File: src/rtl/rf_wb_arbiter.sv
// rf_wb_arbiter
//   Round-robin arbiter for the single register-file write port, shared by
//   the ALU (req0) and the LSU/multicycle unit (req1).  The granted request
//   is registered onto we3/wa3/wd3 one cycle after acceptance.  Writes to
//   rd=0 are accepted but never raise we3.
//
//   Optional scoreboard (define RF_WB_SCOREBOARD_EN): a pending bit per
//   register is set on issue and cleared on the edge that commits the write.
//   It provides RAW hazard flags for two read ports and stalls an issue whose
//   destination is still pending (WAW).  Without the macro, haz1/haz2 are 0,
//   iss_ready is 1 and no pending storage exists.
//
// Ports
//   clk, rst_n                 clock (rising edge), async active-low reset
//   req0_valid/ready/rd/data   ALU writeback request
//   req1_valid/ready/rd/data   LSU/multicycle writeback request
//   iss_valid/ready, iss_rd    issue handshake and claimed destination
//   ra1, ra2 -> haz1, haz2     read addresses and their hazard flags
//   we3, wa3, wd3              register-file write port

module rf_wb_arbiter (
  input  logic        clk,
  input  logic        rst_n,
  input  logic        req0_valid,
  output logic        req0_ready,
  input  logic [4:0]  req0_rd,
  input  logic [31:0] req0_data,
  input  logic        req1_valid,
  output logic        req1_ready,
  input  logic [4:0]  req1_rd,
  input  logic [31:0] req1_data,
  input  logic        iss_valid,
  output logic        iss_ready,
  input  logic [4:0]  iss_rd,
  input  logic [4:0]  ra1,
  input  logic [4:0]  ra2,
  output logic        haz1,
  output logic        haz2,
  output logic        we3,
  output logic [4:0]  wa3,
  output logic [31:0] wd3
);

  typedef enum logic {
    FAV_REQ0 = 1'b0,
    FAV_REQ1 = 1'b1
  } rr_t;

  rr_t  ptr_q, ptr_d;
  logic acc0, acc1;

  // Priority only matters when both are valid; a lone requester always wins.
  always_comb begin
    req0_ready = req0_valid & (~req1_valid | (ptr_q == FAV_REQ0));
    req1_ready = req1_valid & (~req0_valid | (ptr_q == FAV_REQ1));
  end

  assign acc0 = req0_valid & req0_ready;
  assign acc1 = req1_valid & req1_ready;

  always_comb begin
    ptr_d = ptr_q;
    if (acc0)      ptr_d = FAV_REQ1;
    else if (acc1) ptr_d = FAV_REQ0;
  end

  always_ff @(posedge clk or negedge rst_n) begin
    if (!rst_n) ptr_q <= FAV_REQ0;
    else        ptr_q <= ptr_d;
  end

  always_ff @(posedge clk or negedge rst_n) begin
    if (!rst_n) begin
      we3 <= 1'b0;
      wa3 <= '0;
      wd3 <= '0;
    end else if (acc0) begin
      we3 <= |req0_rd;
      wa3 <= req0_rd;
      wd3 <= req0_data;
    end else if (acc1) begin
      we3 <= |req1_rd;
      wa3 <= req1_rd;
      wd3 <= req1_data;
    end else begin
      we3 <= 1'b0;
    end
  end

`ifdef RF_WB_SCOREBOARD_EN
  logic [31:0] pend_q, pend_d;
  logic        iss_acc;

  assign iss_ready = ~pend_q[iss_rd];
  assign iss_acc   = iss_valid & iss_ready & (iss_rd != 5'd0);
  assign haz1      = pend_q[ra1];
  assign haz2      = pend_q[ra2];

  // Clear is applied before set so a same-edge issue to the committing
  // register keeps the bit set.
  always_comb begin
    pend_d = pend_q;
    if (we3)     pend_d[wa3]    = 1'b0;
    if (iss_acc) pend_d[iss_rd] = 1'b1;
    pend_d[0] = 1'b0;
  end

  always_ff @(posedge clk or negedge rst_n) begin
    if (!rst_n) pend_q <= '0;
    else        pend_q <= pend_d;
  end
`else
  logic unused_sb;
  assign unused_sb = ^{iss_valid, iss_rd, ra1, ra2};
  assign iss_ready = 1'b1;
  assign haz1      = 1'b0;
  assign haz2      = 1'b0;
`endif

endmodule
File: config.mk
export PLATFORM = sky130hd
export DESIGN_NAME = rf_wb_arbiter
export DESIGN_NICKNAME = d
export VERILOG_FILES = /design/src/rtl/rf_wb_arbiter.sv
export SDC_FILE = /design/constraint.sdc
export NUM_CORES = 1
export LEC_CHECK = 0
export ABC_AREA = 1
export CAP_MARGIN = 20
export CORE_MARGIN = 1.5
export CORE_UTILIZATION = 39
export DETAILED_ROUTE_END_ITERATION = 8
export PLACE_DENSITY = 0.86
export SETUP_SLACK_MARGIN = 0.15
export SLEW_MARGIN = 25
export SYNTH_ARGS = -nofsm -noshare
export SYNTH_HDL_FRONTEND = slang
export SYNTH_SLANG_ARGS = --single-unit
File: constraint.sdc
create_clock -name clk -period 1.8 [get_ports clk]
set_input_delay 0.54 -clock clk [delete_from_list [all_inputs] [get_ports clk]]
set_output_delay 0.54 -clock clk [all_outputs]
set_load 0.01 [all_outputs]
======== Yosys cells after proc, flatten, opt, wreduce, memory -nomap -nowiden ========
Index checks and enable logic that the tools add are counted.
word-level totals
  register bits after elaboration ......... 39
  output and inout bits ................... 43
  word-level logic and storage cells ...... 24
operators by class
  mux-type cells .......................... 8
  bitwise operators ....................... 9
  reductions and logical operators ........ 3
operator list
  operator            count
  $mux W32            2
  $mux W5             2
  $reduce_or A5 Y1    2
  $and A1 B1 Y1       4
  $mux W1             4
  $not A1 Y1          3
  $or A1 B1 Y1        2
  $reduce_bool A2 Y1  1

======== Logic depth before layout (Yosys ltp) ========
Gate-level depths: netlist of run 1.
  depth in word-level cells ............... 6
  mapped depth ............................ 7

======== Worst setup path before layout of run 1 ========
OpenSTA, ideal clock, no wires.
  path type ............................... input to output
  from .................................... in req1_valid
  to ...................................... out req1_ready
  arrival time ............................ 1.041 ns
  path slack .............................. 0.219 ns
  stages .................................. 3
  buffers on the path ..................... 1
  cell sequence ........................... buf_6 inv_4 o21ai_0
between the ends
  cells in the longest elaborated chain, start to end .. 1
RTL lines
  item           RTL line  text
  from (decl)    28        input logic req1_valid,
  $and A1 B1 Y1  55        req1_ready = req1_valid & (~req0_valid | (ptr_q == FAV_REQ1));
  to (decl)      29        output logic req1_ready,
No other way between the ends.

======== Worst setup path in the final report of run 1 ========
Same ends and word-level chain as after synthesis.

==> qor.yml, run 1 <==
run_status:
  outcome: "finished, final reports clean"
detailed_routing:
  post_drt_wl_per_cell_um: 11.2
  wl_um: 5140
  drc: 0
  drt_iter0_drc: 61
  drtPass1Iterations: 4
  ant_nets: 0
  dr_total_vias: 2016
  drt-vias-per-instance: 4.38
placed_design:
  pre_cts_slack_ns: -0.720
  globalplace.congestion: 0.785
  numPlacedInstances: 449
  port_buffers: 117
  place_area_um2: 3250
  hpwl_um: 4010
layout:
  fin_cells: 460
  multi_input_area_um2: 886
  postLayoutCellArea_um2: 3330
  fin_util_pct: 65.3
  finish.net_count: 483
  seqCellArea_um2: 976
  num_antenna_cells: 0
  area_growth_pct: 61.7
  fill_cells: 464
  drive_above_1_share_pct: 11.0
yosys:
  synth_top_family_by_area: "simple AND/OR/NAND/NOR gates"
  yosysMostFrequentCell: "nand2_1"
  yosysWarnings: 0
  synth_edf_count: 0
  synthAdderAreaFrac_pct: 0
  synth_cells: 267
  netlist_area_um2: 2060
  ys_seq_area_share_pct: 47.3
  synthSimpleGateAreaFrac_pct: 33.3
  avgSynthCellArea_um2: 7.72
  synth_compound_area_share_pct: 8.98
  ys_types: 18
  synth_flop_cell: "dfrtp_1"
  ys_seq_elements: 39
  synthXorXnorAreaFrac_pct: 0
  synthTopCellsByArea: "dfrtp_1 (47%), nand2_1 (26%), buf_6 (5.5%)"
  yosys-top-cells-count: "nand2_1 (144), dfrtp_1 (39), o21ai_0 (19), o21ai_1 (18)"
  synth_top_cell_by_area: "dfrtp_1"
  synthArstFlopShare_pct: 100
  synth_top_cell_area_share_pct: 47.3
  muxShareOfSynthArea_pct: 0
cts:
  clk_transition_reported_paths_ns: 0.07
  root_buffer: "clkbuf_8"
  numCtsBuffers: 5
  clock_path_buffers: 2
  htree_levels: 2
  clkSinkCount: 39
  cts_tree: "done"
  clock_latency_ns: 0.28
  hold_buffers: 0
power:
  p_per_area_nw_per_um2: 702
  peakVddDrop_mv: 0.500
  p_leak_nw: 1.66
  finalPower_mw: 2.34
sta:
  hold_viol: 0
  max_freq_mhz: 613
  whs_ns: 0.197
  rsz0062_at_grt: "yes"
  setup_viol: 0
  fin_crit_sh_pct: 90.6
  min_period_ns: 1.63
  fin_ws_ns: 0.170
  finalSetupTns_ns: 0
  fin_skew_ns: 0.00251
  timing_max_transition_violations_final: 0
critical_path:
  cp_num_buf_inv: 4
  slowest_stage: "o21ai_2"
  start_kind: "primary input"
  end_kind: "output port"
  path_cells: "buf_2, buf_6, inv_4, o21ai_2, buf_2"
  worst-r2r-cell-count: 6
  crit_family: "buffers and inverters"
  r2r-start: "ptr_q"
  rrSetupSlack_ns: 0.41
  required_ns: 1.26
  r2r-end: "wa3[3]"
  worstPathArrival_ns: 1.09
  path_max_fanout: 3
  cp_slowest_stage_delay_ns: 0.15
  crit_type: "in2out"
  cpMostUsedCell: "buf_2"
die:
  core_um2: 5110
  num_rows: 26
  initial_core_util_pct: 40.4
  dieWidth_um: 75.7
  dieArea_um2: 5730
  die_h_um: 75.7
  ios: 137
grt:
  grt_pass1_vias: 1871
  grt_overflow: 0
  antenna_found_initial: 0
  track_usage_pct: 18.7
  grt_max_degree: 72
  grt_pass1_wl_um: 8160
flow_run:
  drv_cap: 0
hold_path:
  min_path_type: "in2async"
==> sequential cells by signal (all words and copies together), names as in the netlist <==
register	cells
wd3	32
wa3	5
ptr_q	1
we3	1
==> worst max-delay path by stage <==
stage	start	end	slack (ns)	cells past startpoint
after global placement	req1_valid	req1_ready	-0.70	5
after detailed placement	req1_valid	req1_ready	-0.72	5
after global routing	req1_valid	req1_ready	0.14	5
after CTS	req0_valid	req0_ready	0.18	5
after floorplan	req1_valid	req1_ready	0.22	3
final	req1_valid	req1_ready	0.17	5
==> layer usage <==
layer | part of all wire, % | wire length, µm | GRT usage (%) | up-vias
met3 | 6.0 | 306 | 6.75 | 2
met2 | 55 | 2810 | 35.3 | 51
li1 | - | - | - | 1064
met1 | 39 | 2000 | 19.7 | 899
met4 | 0.33 | 17 | 4.76 | 0
met5 | 0 | 0 | 0 | -
==> placed cells by master, fill, tap and decap left out <==
cell type        count
buf_12               1
buf_2                3
buf_4               10
buf_6                4
clkbuf_1             1
clkbuf_8             7
clkdlybuf4s15_1      1
clkdlybuf4s50_1     74
conb_1               3
dfrtp_1             39
dlygate4sd2_1       38
inv_1                6
inv_2                1
inv_4                3
nand2_1            144
nand2_2             10
nand2_8              2
nand3_1              1
nand3_4              1
nand4_1              2
nor2_1               2
o21ai_0             18
o21ai_1             18
o21ai_2              1
==> final cells by class <==
class	instances	share of cell area (%)
Tap cell	70	2.63
Inverter	10	1.35
Multi-Input combinational cell	202	26.6
Clock buffer	8	3.00
Sequential cell	39	29.3
Timing Repair Buffer	131	37.2
==> report_power, final <==
part           internal (mW)  switching, mW  total, mW  leakage [nW]
clock                  0.349          0.276      0.625        0.0515
sequential             0.982         0.0574       1.04         0.458
combinational          0.357          0.317      0.674          1.15
==> kinds of logic after synthesis <==
group / count (synthesis)
other: 2
buffers and inverters: 27
AO/OA/AOI/OAI: 37
AND/OR/NAND/NOR: 162
flip-flops: 39
==> timing repair <==
item,in CTS,in global routing
cloned,0,0
pin swaps,2,0
resized for setup,59,1
setup buffers,3,0
setup endpoints to repair,78,21
No activity file was read; power rests on OpenSTA's default activity.
==> run 2: changes to the inputs <==
Settings changed: CORE_UTILIZATION 39 to 36, PLACE_DENSITY 0.86 to 0.8.
Clock period 1.8 ns to 1.6 ns, I/O delays scaled along.
==> run 2 against run 1 <==
Effect of this change: worst hold slack worse by 0.059 ns; combinational power up 20%; via count up 2.6%; clock-buffer cell count down 1; non-clock buffer count up 5; critical path depth down 2; wire length up 3.2%; clock power down 1%; clock skew down 0.00051 ns.
==> qor.yml, run 2 (same netlist as run 1, synthesis figures left out) <==
run_status:
  outcome: "finished, final reports clean"
cts:
  cts_tree: "done"
  htree_levels: 2  # unchanged
  root_buffer: "clkbuf_8"
  clock_latency_ns: 0.28  # about the same
  clk_transition_reported_paths_ns: 0.07  # about the same
  clock_path_buffers: 2  # unchanged
  hold_buffers: 0  # unchanged
  clkSinkCount: 39  # unchanged
  numCtsBuffers: 5  # unchanged
critical_path:
  r2r-end: "wd3[23]"
  cp_slowest_stage_delay_ns: 0.24  # +0.09 ns
  cp-startpoint: "req0_valid"
  slowest_stage: "clkdlybuf4s15_2"
  path_cells: "clkdlybuf4s15_2, o21ai_2, buf_2"
  worstPathArrival_ns: 1.02  # -0.07 ns
  r2r-start: "ptr_q"
  rrSetupSlack_ns: 0.26  # -0.15 ns
  required_ns: 1.12  # -0.14 ns
  crit_type: "in2out"
  worst-r2r-cell-count: 7  # +1
  start_kind: "primary input"
  end_kind: "output port"
  path_max_fanout: 3  # unchanged
power:
  peakVddDrop_mv: 0.476  # -4.9%
  combPwrFrac_pct: 31.1  # +2.3 points
  p_leak_nw: 1.65  # -0.90%
  intPower_mw: 1.86  # +9.9%
  switchingPower_mw: 0.743  # +14%
  p_clk_share_pct: 23.7  # -3.0 points
  p_per_area_nw_per_um2: 763  # +8.7%
  seqPwrFrac_pct: 45.2  # +0.7 points
  sw_frac_of_total_pct: 28.6  # +0.79 points
layout:
  layout_common_cells: "nand2_1 (144), clkdlybuf4s50_1 (74), dfrtp_1 (38)"
  largest_reg_flops: 32  # unchanged
  num_antenna_cells: 0  # unchanged
  largestRegisters: "wd3 (32), wa3 (5)"
  area_growth_pct: 65.3
  fill_cells: 485  # +4.5%
  postLayoutCellArea_um2: 3410  # +2.3%
  final_common_cell: "nand2_1"
  fin_util_pct: 61.9  # -3.4 points
  finish.net_count: 488  # +1.0%
  drive_above_1_share_pct: 12.4  # +1.4 points
  top_register: "wd3"
hold_path:
  min_path_type: "in2async"
sta:
  fin_ws_ns: 0.105  # -0.0647 ns
  min_period_ns: 1.50
  fin_crit_sh_pct: 93.4
  timing_max_transition_violations_final: 0  # unchanged
  fin_skew_ns: 0.00199  # -0.000512 ns
  rsz0062_at_grt: "yes"
  setup_viol: 0  # unchanged
  max_freq_mhz: 669
  hold_viol: 0  # unchanged
die:
  ios: 137  # unchanged
  core_um2: 5510  # +7.8%
  num_rows: 27  # +3.8%
  initial_core_util_pct: 37.4  # -2.9 points
  dieWidth_um: 78.7  # +3.9%
  dieArea_um2: 6190  # +8.0%
  die_h_um: 78.7  # +3.9%
placed_design:
  place_area_um2: 3240  # -0.15%
  globalplace.congestion: 0.823  # +4.8%
  port_buffers: 117  # unchanged
  hpwl_um: 3920  # -2.4%
  pre_cts_slack_ns: -0.759  # -0.0389 ns
detailed_routing:
  dr_total_vias: 2069  # +2.6%
  drt-vias-per-instance: 4.43  # +1.1%
  post_drt_wl_per_cell_um: 11.4  # +1.7%
  drt_iter0_drc: 100  # +64%
  drtPass1Iterations: 4  # unchanged
  wl_um: 5300  # +3.2%
  ant_nets: 0  # unchanged
  drc: 0  # unchanged
grt:
  grt_pass1_wl_um: 8870  # +8.8%
  grt_max_degree: 72  # unchanged
  antenna_found_initial: 0  # unchanged
  grt_pass1_vias: 2045  # +9.3%
  grt_overflow: 0  # unchanged
  track_usage_pct: 18.1  # -0.62 points
flow_run:
  drv_cap: 0  # unchanged
[run 2: critical path: cells and delay by family]
kind                   cells  cell delay [ns]
buffers and inverters      2             0.39
AO/OA/AOI/OAI              1             0.14
[run 2: worst max path at each step]
stage | to | cells past startpoint
after floorplan | req0_ready | 4
after global placement | req1_ready | 5
after detailed placement | req1_ready | 5
after CTS | req1_ready | 3
after global routing | req1_ready | 3
final | req1_ready | 3
[run 2: timing repair]
item / in CTS / in global routing
gates resized for setup: 69 / 29
pin swaps: 2 / 0
setup endpoints to repair: 78 / 64
buffers inserted: 8 / 1
[run 2: final cells by class]
type | instances | area (µm²) | area share, %
Clock inverter | 1 | 5.00 | 0.147
Inverter | 10 | 47.5 | 1.40
Timing Repair Buffer | 136 | 1330 | 38.9
Tap cell | 72 | 90.1 | 2.64
Clock buffer | 7 | 76.3 | 2.24
Multi-Input combinational cell | 202 | 886 | 26.0
Sequential cell | 39 | 977 | 28.7
[run 2: routing by layer]
metal	track usage, %	wire (µm)
met1	19.9	2100
met2	34.1	2830
met3	5.35	355
met4	3.93	15
met5	0	0
[run 2: power by group through the flow]
stage                     Combinational (mW)  Clock [mW]  Sequential [mW]
after global placement                 0.824           0             1.19
final                                  0.809       0.616             1.17
after CTS                              0.798       0.647             1.17
after detailed placement               0.838           0             1.19
after floorplan                        0.286           0             1.25
after global routing                   0.894       0.698             1.19
[run 2: metrics by stage]
| step | power, mW | hold WS (ns) | cells | TNS, ns |
|---|---|---|---|---|
| after floorplan | 1.54 | 0.184 | 268 | 0 |
| after global placement | 2.01 | 0.443 | 450 | -20.81 |
| after detailed placement | 2.03 | 0.447 | 450 | -22.25 |
| after CTS | 2.62 | 0.144 | 466 | 0 |
| after global routing | 2.78 | 0.155 | 467 | 0 |
| final | 2.60 | 0.137 | 467 | 0 |
